**src/rtl/md_unit.sv**
```systemverilog
// Iterative multiply/divide unit for the EX stage: owns HI/LO, runs MULT/MULTU/DIV/DIVU/MTHI/MTLO.
// Optional macro MD_DIV_ZERO_EARLY_EN: a divide by zero skips the iteration phase and finishes in one cycle.
module md_unit #(
  parameter int unsigned MUL_CYCLES = 2,
  parameter int unsigned DIV_ITER   = 32
) (
  input  logic        clk,
  input  logic        rst,
  input  logic        start,
  input  logic [2:0]  md_op,
  input  logic [31:0] src_a,
  input  logic [31:0] src_b,
  input  logic        flush,
  output logic        isbusy,
  output logic        done,
  output logic [31:0] hi,
  output logic [31:0] lo
);

  localparam int unsigned XLEN  = 32;
  localparam int unsigned MLEN  = XLEN + 1;
  localparam int unsigned PLEN  = 2 * XLEN;
  localparam int unsigned CNT_W = 6;

  localparam logic [2:0] OP_MULT  = 3'd1;
  localparam logic [2:0] OP_MULTU = 3'd2;
  localparam logic [2:0] OP_DIV   = 3'd3;
  localparam logic [2:0] OP_DIVU  = 3'd4;
  localparam logic [2:0] OP_MTHI  = 3'd5;
  localparam logic [2:0] OP_MTLO  = 3'd6;

  typedef enum logic [1:0] {
    S_IDLE = 2'd0,
    S_MUL  = 2'd1,
    S_DIV  = 2'd2,
    S_FIX  = 2'd3
  } state_e;

  state_e            state_q, state_d;
  logic              busy_q, busy_d;
  logic              done_q, done_d;
  logic [XLEN-1:0]   hi_q, hi_d;
  logic [XLEN-1:0]   lo_q, lo_d;
  logic [CNT_W-1:0]  cnt_q, cnt_d;
  logic [MLEN-1:0]   ma_q, ma_d;
  logic [MLEN-1:0]   mb_q, mb_d;
  logic [XLEN-1:0]   quot_q, quot_d;
  logic [XLEN-1:0]   rem_q, rem_d;
  logic [XLEN-1:0]   dvs_q, dvs_d;
  logic              negq_q, negq_d;
  logic              negr_q, negr_d;

  logic [PLEN-1:0]   prod;
  logic [XLEN:0]     rem_sh;
  logic              div_ge;
  logic              sgn_a;
  logic              sgn_b;

  // Two's-complement product of the 33-bit extended operands, kept modulo 2^64.
  always_comb begin
    prod = {{(PLEN-MLEN){ma_q[MLEN-1]}}, ma_q} * {{(PLEN-MLEN){mb_q[MLEN-1]}}, mb_q};
  end

  // One restoring-division step: shift {rem,quot} left, trial-subtract the divisor.
  always_comb begin
    rem_sh = {rem_q, quot_q[XLEN-1]};
    div_ge = (rem_sh >= {1'b0, dvs_q});
  end

  always_comb begin
    sgn_a = (md_op == OP_DIV) && src_a[XLEN-1];
    sgn_b = (md_op == OP_DIV) && src_b[XLEN-1];
  end

  always_comb begin
    state_d = state_q;
    done_d  = 1'b0;
    hi_d    = hi_q;
    lo_d    = lo_q;
    cnt_d   = cnt_q;
    ma_d    = ma_q;
    mb_d    = mb_q;
    quot_d  = quot_q;
    rem_d   = rem_q;
    dvs_d   = dvs_q;
    negq_d  = negq_q;
    negr_d  = negr_q;

    case (state_q)
      S_IDLE: begin
        if (start) begin
          case (md_op)
            OP_MTHI: hi_d = src_a;
            OP_MTLO: lo_d = src_a;
            OP_MULT, OP_MULTU: begin
              ma_d    = {(md_op == OP_MULT) && src_a[XLEN-1], src_a};
              mb_d    = {(md_op == OP_MULT) && src_b[XLEN-1], src_b};
              cnt_d   = CNT_W'(MUL_CYCLES - 1);
              state_d = S_MUL;
            end
            OP_DIV, OP_DIVU: begin
              quot_d  = sgn_a ? (XLEN'(0) - src_a) : src_a;
              dvs_d   = sgn_b ? (XLEN'(0) - src_b) : src_b;
              rem_d   = '0;
              negq_d  = sgn_a ^ sgn_b;
              negr_d  = sgn_a;
              cnt_d   = CNT_W'(DIV_ITER - 1);
              state_d = S_DIV;
`ifdef MD_DIV_ZERO_EARLY_EN
              // Preload the final divide-by-zero result so FIX copies it unchanged.
              if (src_b == '0) begin
                quot_d  = '1;
                rem_d   = src_a;
                negq_d  = 1'b0;
                negr_d  = 1'b0;
                cnt_d   = '0;
                state_d = S_FIX;
              end
`else
`endif
            end
            default: ;
          endcase
        end
      end

      S_MUL: begin
        if (cnt_q == '0) begin
          hi_d    = prod[PLEN-1:XLEN];
          lo_d    = prod[XLEN-1:0];
          done_d  = 1'b1;
          state_d = S_IDLE;
        end else begin
          cnt_d = cnt_q - CNT_W'(1);
        end
      end

      S_DIV: begin
        rem_d  = div_ge ? (rem_sh[XLEN-1:0] - dvs_q) : rem_sh[XLEN-1:0];
        quot_d = {quot_q[XLEN-2:0], div_ge};
        if (cnt_q == '0) begin
          state_d = S_FIX;
        end else begin
          cnt_d = cnt_q - CNT_W'(1);
        end
      end

      S_FIX: begin
        lo_d    = negq_q ? (XLEN'(0) - quot_q) : quot_q;
        hi_d    = negr_q ? (XLEN'(0) - rem_q) : rem_q;
        done_d  = 1'b1;
        state_d = S_IDLE;
      end

      default: state_d = S_IDLE;
    endcase

    // Flush cancels everything, including a same-cycle start or completing write.
    if (flush) begin
      state_d = S_IDLE;
      done_d  = 1'b0;
      hi_d    = hi_q;
      lo_d    = lo_q;
    end

    busy_d = (state_d != S_IDLE);
  end

  always_ff @(posedge clk) begin
    if (rst) begin
      state_q <= S_IDLE;
      busy_q  <= 1'b0;
      done_q  <= 1'b0;
      hi_q    <= '0;
      lo_q    <= '0;
      cnt_q   <= '0;
      ma_q    <= '0;
      mb_q    <= '0;
      quot_q  <= '0;
      rem_q   <= '0;
      dvs_q   <= '0;
      negq_q  <= 1'b0;
      negr_q  <= 1'b0;
    end else begin
      state_q <= state_d;
      busy_q  <= busy_d;
      done_q  <= done_d;
      hi_q    <= hi_d;
      lo_q    <= lo_d;
      cnt_q   <= cnt_d;
      ma_q    <= ma_d;
      mb_q    <= mb_d;
      quot_q  <= quot_d;
      rem_q   <= rem_d;
      dvs_q   <= dvs_d;
      negq_q  <= negq_d;
      negr_q  <= negr_d;
    end
  end

  assign isbusy = busy_q;
  assign done   = done_q;
  assign hi     = hi_q;
  assign lo     = lo_q;

endmodule

```
**config.mk**
```make
export PLATFORM = sky130hd
export DESIGN_NAME = md_unit
export DESIGN_NICKNAME = d
export VERILOG_FILES = /design/src/rtl/md_unit.sv
export SDC_FILE = /design/constraint.sdc
export NUM_CORES = 2
export LEC_CHECK = 0
export BUFFER_PORTS_ARGS = -buffer_cell sky130_fd_sc_hd__buf_2
export CAP_MARGIN = 20
export CORE_UTILIZATION = 61
export CTS_BUF_LIST = sky130_fd_sc_hd__clkbuf_8
export CTS_CLUSTER_DIAMETER = 200
export DETAILED_ROUTE_END_ITERATION = 12
export PLACE_DENSITY = 0.78
export SLEW_MARGIN = 20
export SYNTH_ARGS = -nofsm -noshare
export SYNTH_HDL_FRONTEND = slang
export SYNTH_SLANG_ARGS = --single-unit
```
**constraint.sdc**
```tcl
create_clock -name clk -period 11.5 [get_ports clk]
set_input_delay 2.3 -clock clk [delete_from_list [all_inputs] [get_ports clk]]
set_output_delay 2.3 -clock clk [all_outputs]
set_load 0.02 [all_outputs]
```
==> impl_metrics.py <==
metrics = {
    "floorplanning": {
        "die_w_um": 296,
        "fp.coreArea_um2": 85300,
        "start_util_pct": 61.7,
        "die_area_um2": 87400,
        "rows": 107,
        "num_io_pins": 137,
        "die_h_um": 296,
    },
    "pwr": {
        "p_leak_uw": 0.0272,
        "ir_drop_mv": 0.128,
        "p_per_area_nw_per_um2": 47.0,
        "power_uw": 2580,
    },
    "critical_path": {
        "criticalPathCategory": "flip-flop to flip-flop",
        "r2r_cells": 22,
        "reg2reg_slack_ps": 2640,
        "rr_endpoint": "hi[27]",
        "cp.arrival_ps": 9410,
        "crit_start": "mb_q[1]",
        "critPathMaxFanout": 34,
        "setup.worst_path.start_class": "flip-flop",
        "rr_startpoint": "mb_q[1]",
        "critPathRequiredTime_ps": 12060,
        "critPathCaptureType": "flip-flop",
    },
    "timing": {
        "setup_violations": 0,
        "finalSetupTns_ps": 0,
        "skew_ps": 78.8,
        "finalWorstSetupSlack_ps": 2640,
        "period_share_pct": 77.0,
        "finalCriticalPeriod_ps": 8860,
        "slew_headroom_pct": 26.1,
        "worst_slew_pin_slew_ps": 1100,
        "rsz0062_at_grt": "no",
        "fmax_mhz": 113,
        "final_hold_viol_count": 0,
        "drv_slew": 0,
    },
    "worst_hold_path": {
        "hold_path_depth": 2,
        "hold_path.class": "flip-flop to flip-flop",
        "hold_end": "dvs_q[21]",
        "worstHoldStart": "dvs_q[21]",
    },
    "synth": {
        "synth_area_um2": 52600,
        "synth_top_area_share_pct": 42.8,
        "avgSynthCellArea_um2": 8.63,
        "yosys.area.top_type": "fa_1",
        "ys_warn_count": 0,
        "seq_area_frac_synth_pct": 9.06,
        "synth_cell_types": 77,
        "synth_enable_flop_cells": 0,
        "syn-instance-count": 6095,
        "ys_ff_latch": 238,
        "syn-num-nets": 7546,
        "synthFlopType": "dfxtp_1",
        "synthArstFlopShare_pct": 0,
        "synthTopCellsByArea": "fa_1 (43%), dfxtp_1 (9.1%), inv_1 (8.4%), and2_1 (6.5%), nand2_1 (6.4%)",
    },
    "clock_tree": {
        "post_cts_buffers": 0,
        "cts_hold_buf": 0,
        "cts_sinks": 238,
        "clk_pin_slew_ps": 60,
        "cts_tree": "built",
        "numCtsBuffers": 44,
        "cts-root-buf": "clkbuf_8",
        "cts-resized-gates": 0,
        "h-tree-depth": 2,
        "worstSkewPairLatency_ps": 660,
        "clock_path_buffers": 3,
    },
    "global_routing": {
        "antenna_found_initial": 6,
        "overflow": 0,
        "grt-busiest-layer": "met2",
        "grt_util_met3_pct": 5.11,
        "grt_util_met1_pct": 47.0,
        "globalRouteMet2Util_pct": 58.3,
        "grt_pass1_wl_um": 243000,
        "first_global_vias": 44700,
        "grt_util_all_layers_pct": 35.9,
        "grt_max_degree": 83,
    },
    "layout": {
        "nets": 7444,
        "final_util_pct": 64.5,
        "area_delta_synth_final_pct": 4.47,
        "drive_above_1_share_pct": 5.38,
        "n_antenna_cell": 0,
    },
    "placed_design": {
        "pre_cts_slack_ps": 2530,
        "routabilityCongestion": 0.986,
        "port_buffers": 136,
        "dpl.hpwl_um": 119000,
    },
    "detailed_routing": {
        "dr_total_vias": 42300,
        "drtPass1Iterations": 6,
        "routed_wl_um": 151000,
        "drt-initial-drc-count": 3562,
        "via_per_inst": 5.90,
        "wl_per_cell_um": 21.0,
        "drtAntennaViolNets": 0,
        "drc": 0,
    },
    "run": {
        "cap_violations": 0,
    },
    "status": {
        "outcome": "complete, no violations",
    },
}
-- worst max-delay path by stage --
| stage | to | slack, ps | cells after the start |
|---|---|---|---|
| 6_report | hi[27] | 2640 | 22 |
| 5_1_grt | hi[27] | 2210 | 22 |
| 4_1_cts | hi[27] | 2510 | 23 |
| 3_5_place_dp | hi[27] | 2530 | 23 |
| 3_3_place_gp | hi[27] | 2820 | 23 |
| 2_1_floorplan | hi[26] | 3850 | 27 |
-- logic make-up (layout without fill, tap and decap cells) --
| kind of cell | Yosys count | in the layout | share of synthesized area (%) |
|---|---|---|---|
| compound gates | 805 | 805 | 9.80 |
| xor+xnor | 216 | 216 | 3.60 |
| fa+ha+maj | 1380 | 1380 | 48.9 |
| buf+inv | 1541 | 1470 | 11.0 |
| flops | 238 | 238 | 9.06 |
| mux | 10 | 10 | 0.193 |
| simple gates | 1905 | 1905 | 17.4 |
-- area by class of cell --
| type | count | area, µm² |
|---|---|---|
| Timing Repair Buffer | 215 | 1280 |
| Multi-Input combinational cell | 4316 | 42100 |
| Tap cell | 1144 | 1430 |
| Inverter | 1178 | 4420 |
| Fill cell | 7095 | 30300 |
| Clock inverter | 22 | 186 |
| Sequential cell | 238 | 4770 |
| Clock buffer | 55 | 757 |
-- worst max-delay path: stages (launching register included) --
cell	delay, ps
dfxtp_1	1000
and2_1	310
fa_1	540
fa_1	640
fa_2	590
fa_1	730
inv_1	330
fa_1	570
inv_1	50
fa_1	490
fa_1	500
inv_1	50
fa_1	470
inv_1	40
ha_1	430
nand4_1	220
nor3_1	410
nand2_1	150
a211o_1	350
a21oi_1	410
a31oi_1	160
xor2_1	170
o22ai_1	140
-- cells in the mapped netlist, drive strengths merged, types with 9 or more instances --
library cell	count
inv	1177
fa	1126
nand2	903
and2	544
clkbuf	351
a21oi	279
ha	254
dfxtp	238
nor2	190
o21ai	168
xnor2	141
xor2	75
a211oi	49
nor3	48
a21o	46
nand3	39
nor2b	32
o31ai	31
a221oi	30
or3	27
nand2b	25
a311oi	23
and3	22
a22oi	18
a221o	16
nand4	16
o21bai	16
o41ai	16
or4	15
a31oi	14
nor4	14
buf	12
o311ai	12
a22o	9
mux2i	9
o211ai	9
o21a	9
-- state kept, by name, indices dropped and copies added, names as in the netlist --
name	cells
ma_q	33
negr_q	1
cnt_q	6
state_q	2
lo	32
rem_q	32
isbusy	1
hi	32
dvs_q	32
done	1
negq_q	1
quot_q	32
mb_q	33
-- cells in the final DEF, fill, tap and decap left out, types with 25 or more instances in the layout --
master,instances
inv_1,1185
fa_1,1125
nand2_1,903
and2_1,544
a21oi_1,277
ha_1,251
dfxtp_1,236
nor2_1,187
o21ai_0,160
xnor2_1,141
buf_2,135
buf_4,79
xor2_1,75
clkbuf_8,55
a211oi_1,49
nor3_1,47
a21o_1,46
nand3_1,39
nor2b_1,32
o31ai_1,29
a221oi_1,29
nand2b_1,25
-- stage by stage --
step / std cells / cell area, µm² / hold slack [ps]
2_1_floorplan: 6095 / 52600 / 432
3_3_place_gp: 7091 / 54000 / 442
3_5_place_dp: 7091 / 54000 / 443
4_1_cts: 7168 / 55000 / 451
5_1_grt: 7168 / 55000 / 473
6_report: 7168 / 55000 / 452
-- power by group --
group	switching, µW	internal (µW)
registers	53.7	863
logic	516	248
clock network	422	482
-- per-layer routing --
layer,vias up,part of all wire (%)
li1,18400,-
met1,21500,39
met2,1975,47
met3,472,8.2
met4,6,5.8
met5,-,0.027
Power figures use the tool's default switching activity.
